`src/rtl/mu0_cpu.sv`:
```
// MU0 16-bit accumulator processor: 12-bit word address space, 8 instructions,
// two-state fetch/execute sequencer with a terminal HALT state.
module mu0_cpu #(
    parameter logic [11:0] RESET_PC = 12'h000
) (
    input  logic        Clk,
    input  logic        Reset,
    input  logic [15:0] Data_in,
    output logic        Rd,
    output logic        Wr,
    output logic [11:0] Address,
    output logic [15:0] Data_out,
    output logic        Halted
);

    typedef enum logic [1:0] {
        ST_FETCH = 2'd0,
        ST_EXEC  = 2'd1,
        ST_HALT  = 2'd2
    } state_t;

    localparam logic [3:0] OP_LDA = 4'h0;
    localparam logic [3:0] OP_STA = 4'h1;
    localparam logic [3:0] OP_ADD = 4'h2;
    localparam logic [3:0] OP_SUB = 4'h3;
    localparam logic [3:0] OP_JMP = 4'h4;
    localparam logic [3:0] OP_JGE = 4'h5;
    localparam logic [3:0] OP_JNE = 4'h6;
    localparam logic [3:0] OP_STP = 4'h7;

    state_t      state_r;
    logic [15:0] acc_r;
    logic [11:0] pc_r;
    logic [15:0] ir_r;
    logic        halted_r;

    logic [3:0]  opcode_s;
    logic [11:0] operand_s;
    logic        rd_s;
    logic        wr_s;
    logic [11:0] addr_s;

    assign opcode_s  = ir_r[15:12];
    assign operand_s = ir_r[11:0];

    // Sequencer and architectural register updates.
    always_ff @(posedge Clk or negedge Reset) begin
        if (!Reset) begin
            state_r  <= ST_FETCH;
            acc_r    <= 16'h0000;
            pc_r     <= RESET_PC;
            ir_r     <= 16'h0000;
            halted_r <= 1'b0;
        end else begin
            case (state_r)
                ST_FETCH: begin
                    ir_r    <= Data_in;
                    pc_r    <= pc_r + 12'd1;
                    state_r <= ST_EXEC;
                end
                ST_EXEC: begin
                    state_r <= ST_FETCH;
                    case (opcode_s)
                        OP_LDA:  acc_r <= Data_in;
                        OP_ADD:  acc_r <= acc_r + Data_in;
                        OP_SUB:  acc_r <= acc_r - Data_in;
                        OP_JMP:  pc_r  <= operand_s;
                        OP_JGE: begin
                            if (acc_r[15] == 1'b0) begin
                                pc_r <= operand_s;
                            end
                        end
                        OP_JNE: begin
                            if (acc_r != 16'h0000) begin
                                pc_r <= operand_s;
                            end
                        end
                        OP_STP: begin
                            state_r  <= ST_HALT;
                            halted_r <= 1'b1;
                        end
                        default: ;
                    endcase
                end
                ST_HALT: begin
                    state_r  <= ST_HALT;
                    halted_r <= 1'b1;
                end
                default: state_r <= ST_FETCH;
            endcase
        end
    end

    // Memory bus decode from the current state and instruction.
    always_comb begin
        rd_s   = 1'b0;
        wr_s   = 1'b0;
        addr_s = pc_r;
        case (state_r)
            ST_FETCH: rd_s = 1'b1;
            ST_EXEC: begin
                addr_s = operand_s;
                case (opcode_s)
                    OP_LDA, OP_ADD, OP_SUB: rd_s = 1'b1;
                    OP_STA:                 wr_s = 1'b1;
                    default: begin
                        rd_s = 1'b0;
                        wr_s = 1'b0;
                    end
                endcase
            end
            ST_HALT: begin
                rd_s = 1'b0;
                wr_s = 1'b0;
            end
            default: addr_s = pc_r;
        endcase
    end

    // A store in flight is dropped the moment reset is asserted.
    assign Rd       = rd_s;
    assign Wr       = wr_s & Reset;
    assign Address  = addr_s;
    assign Data_out = acc_r;
    assign Halted   = halted_r;

endmodule

```
`config.mk`:
```
export PLATFORM = sky130hd
export DESIGN_NAME = mu0_cpu
export DESIGN_NICKNAME = d
export VERILOG_FILES = /design/src/rtl/mu0_cpu.sv
export SDC_FILE = /design/constraint.sdc
export NUM_CORES = 1
export LEC_CHECK = 0
export CORE_MARGIN = 1
export CORE_UTILIZATION = 35
export DETAILED_ROUTE_END_ITERATION = 16
export HOLD_SLACK_MARGIN = 0.05
export PLACE_DENSITY = 0.55
export SETUP_SLACK_MARGIN = 0.05
export SLEW_MARGIN = 20
export SYNTH_ARGS = -nofsm -noshare
export SYNTH_HDL_FRONTEND = slang
export SYNTH_SLANG_ARGS = --single-unit
export TNS_END_PERCENT = 5
```
`constraint.sdc`:
```
create_clock -name Clk -period 5.2 [get_ports Clk]
set_input_delay 1.04 -clock Clk [delete_from_list [all_inputs] [get_ports Clk]]
set_output_delay 1.04 -clock Clk [all_outputs]
set_load 0.03 [all_outputs]
```
==> results_tabular.tex <==
\begin{tabular}{lr}
\hline
Metric & Value \\
\hline
\multicolumn{2}{l}{\textbf{CTS}} \\
Clock Latency Late Sink & between 0.3 and 0.4 ns \\
Register clock-pin slew on the reported worst setup and hold paths & around 0.1 ns \\
Count of hold-fix buffers inserted at cts & 0 \\
Maximum buffer depth of the clock tree & 2 \\
Cell at the root of the clock tree & clkbuf\_8 \\
Post-cts resize count & 0 \\
CTS tree & done \\
Post-CTS Setup Repair Bufs & 0 \\
TritonCTS Buffers & 5 \\
Clk sinks & 47 \\
Deepest level of the CTS H-tree & 2 \\
\multicolumn{2}{l}{\textbf{Layout}} \\
Final layout net count & 492 \\
Number of antenna repair diodes & 0 \\
Post-Route Utilization & between 40 and 50\% \\
Proportion of layout cells with a drive suffix above 1 & $\sim$9\% \\
Count of fill cells added during filler insertion & between 900 and 1000 \\
Total area of multi-input combinational cells & 2100 sq um \\
Area added between synthesis and finish & 20.8\% \\
Sequential cell area & roughly 1200 sq um \\
\multicolumn{2}{l}{\textbf{Routing}} \\
Remaining antenna violation count after routing & 0 \\
Routed len/inst & 16.4 microns \\
DRT Wirelength & around 9600 microns \\
Pre-antenna DRT Iters & 6 \\
Starting DRC count in detailed routing & 141 \\
Routed vias/inst & approximately 5.5 \\
Post-detailed-route DRC marker count & 0 \\
Total number of vias & between 3000 and 4000 \\
\multicolumn{2}{l}{\textbf{Job}} \\
Max\_cap viols & 0 \\
\multicolumn{2}{l}{\textbf{Timing}} \\
Unrepaired setup endpoints after global routing & no \\
Transition at the pin with the smallest max-transition slack & 1.01 ns \\
Worst max-slew margin expressed relative to the limit & 32.5\% \\
Worst clock skew & 0.00963 ns \\
Final Hold Violating Endpoints & 0 \\
Number of endpoints failing setup at the final stage & 0 \\
Setup tns final & 0 ns \\
Number of max-slew violations in the final report & 0 \\
Post-route clock period utilization & around 85\% \\
Highest clock frequency the design can meet & around 0.23 GHz \\
Minimum clock period after layout & between 4 and 5 ns \\
\multicolumn{2}{l}{\textbf{Power}} \\
Power density relative to cell area & 800 nW/um\^{}2 \\
Leakage & between 1.5 and 2 nW \\
IR drop worst, VDD & approximately 330 uV \\
\multicolumn{2}{l}{\textbf{Worst setup path}} \\
Worst path max stage delay & between 0.5 and 0.6 ns \\
Buffers plus inverters on the worst setup path & 1 \\
Category of the worst setup path capture point & register \\
Critical path launch point type & primary input \\
Data arrival time at the worst-slack endpoint & $\sim$4.7 ns \\
Kind of critical path & primary input to register \\
Cell at the slowest stage of the critical path & nor4b\_2 \\
Series of cell instances along the critical path & clkdlybuf4s50\_1 > nor4\_1 > nor4b\_2 > a31o\_2 > xor2\_1 > ha\_1 > nand2\_1 > o21ai\_0 > a21oi\_1 > o41ai\_4 > xnor2\_1 > or4b\_1 > nand4\_1 \\
Critical Path Fanout Max & 7 \\
Critical Path RT & 5.45 ns \\
CP top delay family & simple AND/OR/NAND/NOR gates \\
\multicolumn{2}{l}{\textbf{Yosys}} \\
Synthesis-stage register bit count & 47 \\
Primary FF master, synth & dfrtp\_1 \\
Synth async-reset ratio & 100\% \\
Share of the yosys chip area belonging to registers & around a third \\
Synthesis warning total & 0 \\
Net count of the mapped netlist & 453 \\
Number of synthesized flops with an enable pin & 0 \\
Number of instances in the synthesized netlist & about 420 \\
Mapped cell area & approximately 3400 sq um \\
Synthesized area divided by synthesized cell count & roughly 8.2 sq um \\
Distinct cell type count of the synthesized netlist & 48 \\
\multicolumn{2}{l}{\textbf{Global routing}} \\
Met3 usage & under 10\% \\
Busiest layer in global routing & met2 \\
Total routing usage reported by global routing & between 20\% and 30\% \\
Number of global-route vias before repair & a little over 3000 \\
Congestion Overflow GR & 0 \\
Largest net degree at the start of global routing & 48 \\
Number of antenna violations at the first check in global routing & 0 \\
Global-route wire length before repair & approximately 16000 microns \\
GR Layer Usage met2 & between 30 and 40\% \\
Global routing met1 resource utilization & roughly 28\% \\
\multicolumn{2}{l}{\textbf{Placed design}} \\
Number of I/O port buffers & 48 \\
DPL Wire Length & 6950 microns \\
GP Congestion & around 0.84 \\
\multicolumn{2}{l}{\textbf{Floorplanning}} \\
Die height & around 100 microns \\
Total Die Area & 10100 sq um \\
Starting utilization of the core area & 36.5\% \\
Die width & 101 microns \\
Number of I/O pins & 49 \\
Number of standard-cell rows in the floorplan & 35 \\
Core Box Area & roughly 9300 sq um \\
\multicolumn{2}{l}{\textbf{Run status}} \\
Result of the run & complete, no violations \\
\multicolumn{2}{l}{\textbf{Worst hold path}} \\
Worst hold path type & register to register \\
\hline
\end{tabular}
==> cell usage after synthesis, types with 2 or more instances <==
cell      instances  area [sq um]
ha_1             17           213
o21ai_0          30           150
a21o_1            7          52.6
o31ai_1           2          15.0
and3_1            9          56.3
o22ai_1           4          25.0
mux2i_1           3          30.0
nand2_1          70           263
xnor2_1          18           158
nor4_1            8          50.1
a31oi_1           8          50.1
mux2_2           16           180
nor2_1           33           124
and2_1            3          18.8
a221oi_1          2          17.5
nand3_1          13          65.1
a21oi_1          46           230
xor2_1            7          61.3
nand4_1           3          18.8
a22oi_1           2          15.0
or2_2             3          18.8
o21bai_1          2          15.0
nor2b_1           2          12.5
dfrtp_1          47          1180
nor3b_1           2          15.0
inv_1            13          48.8
clkbuf_1         21          78.8
nor3_1            5          25.0
nand2b_1          2          12.5
==> cell usage in the layout, fill, tap and decap left out, types with 7 or more instances in the layout <==
cell	synthesis	final
inv_1	13	13
mux2_2	16	16
a31oi_1	8	8
and3_1	9	9
xnor2_1	18	18
nand3_1	13	13
xor2_1	7	7
nand2_1	70	70
a21oi_1	46	46
dfrtp_1	47	47
nor4_1	8	8
a21o_1	7	7
nor2_1	33	33
clkdlybuf4s50_1	0	47
ha_1	17	17
o21ai_0	30	30
==> metrics by stage <==
stage,hold WS [ns],setup WS (ns),cell area (sq um),cells,power (mW)
floorplan,0.481,1.35,3400,417,2.32
global placement,0.453,0.669,4000,578,2.98
detailed placement,0.461,0.610,4000,578,3.00
CTS,0.486,0.900,4110,586,3.30
global route,0.502,0.554,4110,586,3.56
finish,0.483,0.802,4110,586,3.29
==> logic make-up after synthesis <==
group,share of synthesized area [%]
and+or+nand+nor,21.7
muxes,6.18
buffers and inverters,3.75
AOI/OAI and AO/OA,20.5
xor gates and xnor gates,6.44
DFF,34.6
adders and majority gates,6.84
==> worst register-to-register path, cell delays in order, from the launching register on <==
cell and delay [ns]:
dfrtp_1 0.43, nor2_1 0.27, and3_1 0.46, a21oi_1 0.10, xnor2_1 0.23, ha_1 0.34, a21o_2 0.23, a221oi_1 0.53
nor3_1 0.21, o41ai_1 0.42, xnor2_1 0.17, nand2_1 0.07, a21oi_1 0.14
==> state kept, by name, summed over array words and instances (netlist names) <==
name      cells
ir_r         16
Halted        1
Data_out     16
state_r       2
pc_r         12
==> area by class of cell <==
class                      instances  area share, %
sequential                        47           28.6
multi-input combinational        336           51.0
clock inverter                     3           1.07
timing repair buffer              53           12.5
inverter                          13           1.19
tap                              129           3.93
clock buffer                       5           1.67
==> worst paths after layout <==
path / startpoint / endpoint / slack, ns / cells after the start
setup / recovery: Data_in[2] / Data_out[15] / 0.80 / 13
hold / removal: Halted / Halted / 0.48 / 1
setup reg to reg: ir_r[15] / Data_out[12] / 1.54 / 12
hold reg to reg: Halted / Halted / 0.48 / 1
max in group asynchronous: Reset / ir_r[1] / 3.92 / 2
min in group asynchronous: Reset / Data_out[13] / 0.86 / 2
==> metal layers <==
metal	share of wire [%]	routed length, microns	up-vias
li1	-	-	1549
met1	46	4450	1567
met2	48	4600	94
met3	4.3	409	14
met4	1.5	144	0
met5	0	0	-
==> where the power goes <==
part | switching, mW | leakage (nW) | total [mW] | internal, mW
Clock | 0.142 | 0.0581 | 0.286 | 0.144
Combinational | 1.31 | 1.17 | 2.24 | 0.932
Sequential | 0.204 | 0.543 | 0.756 | 0.553
Total | 1.66 | 1.77 | 3.29 | 1.63
Power figures use the tool's default switching activity.
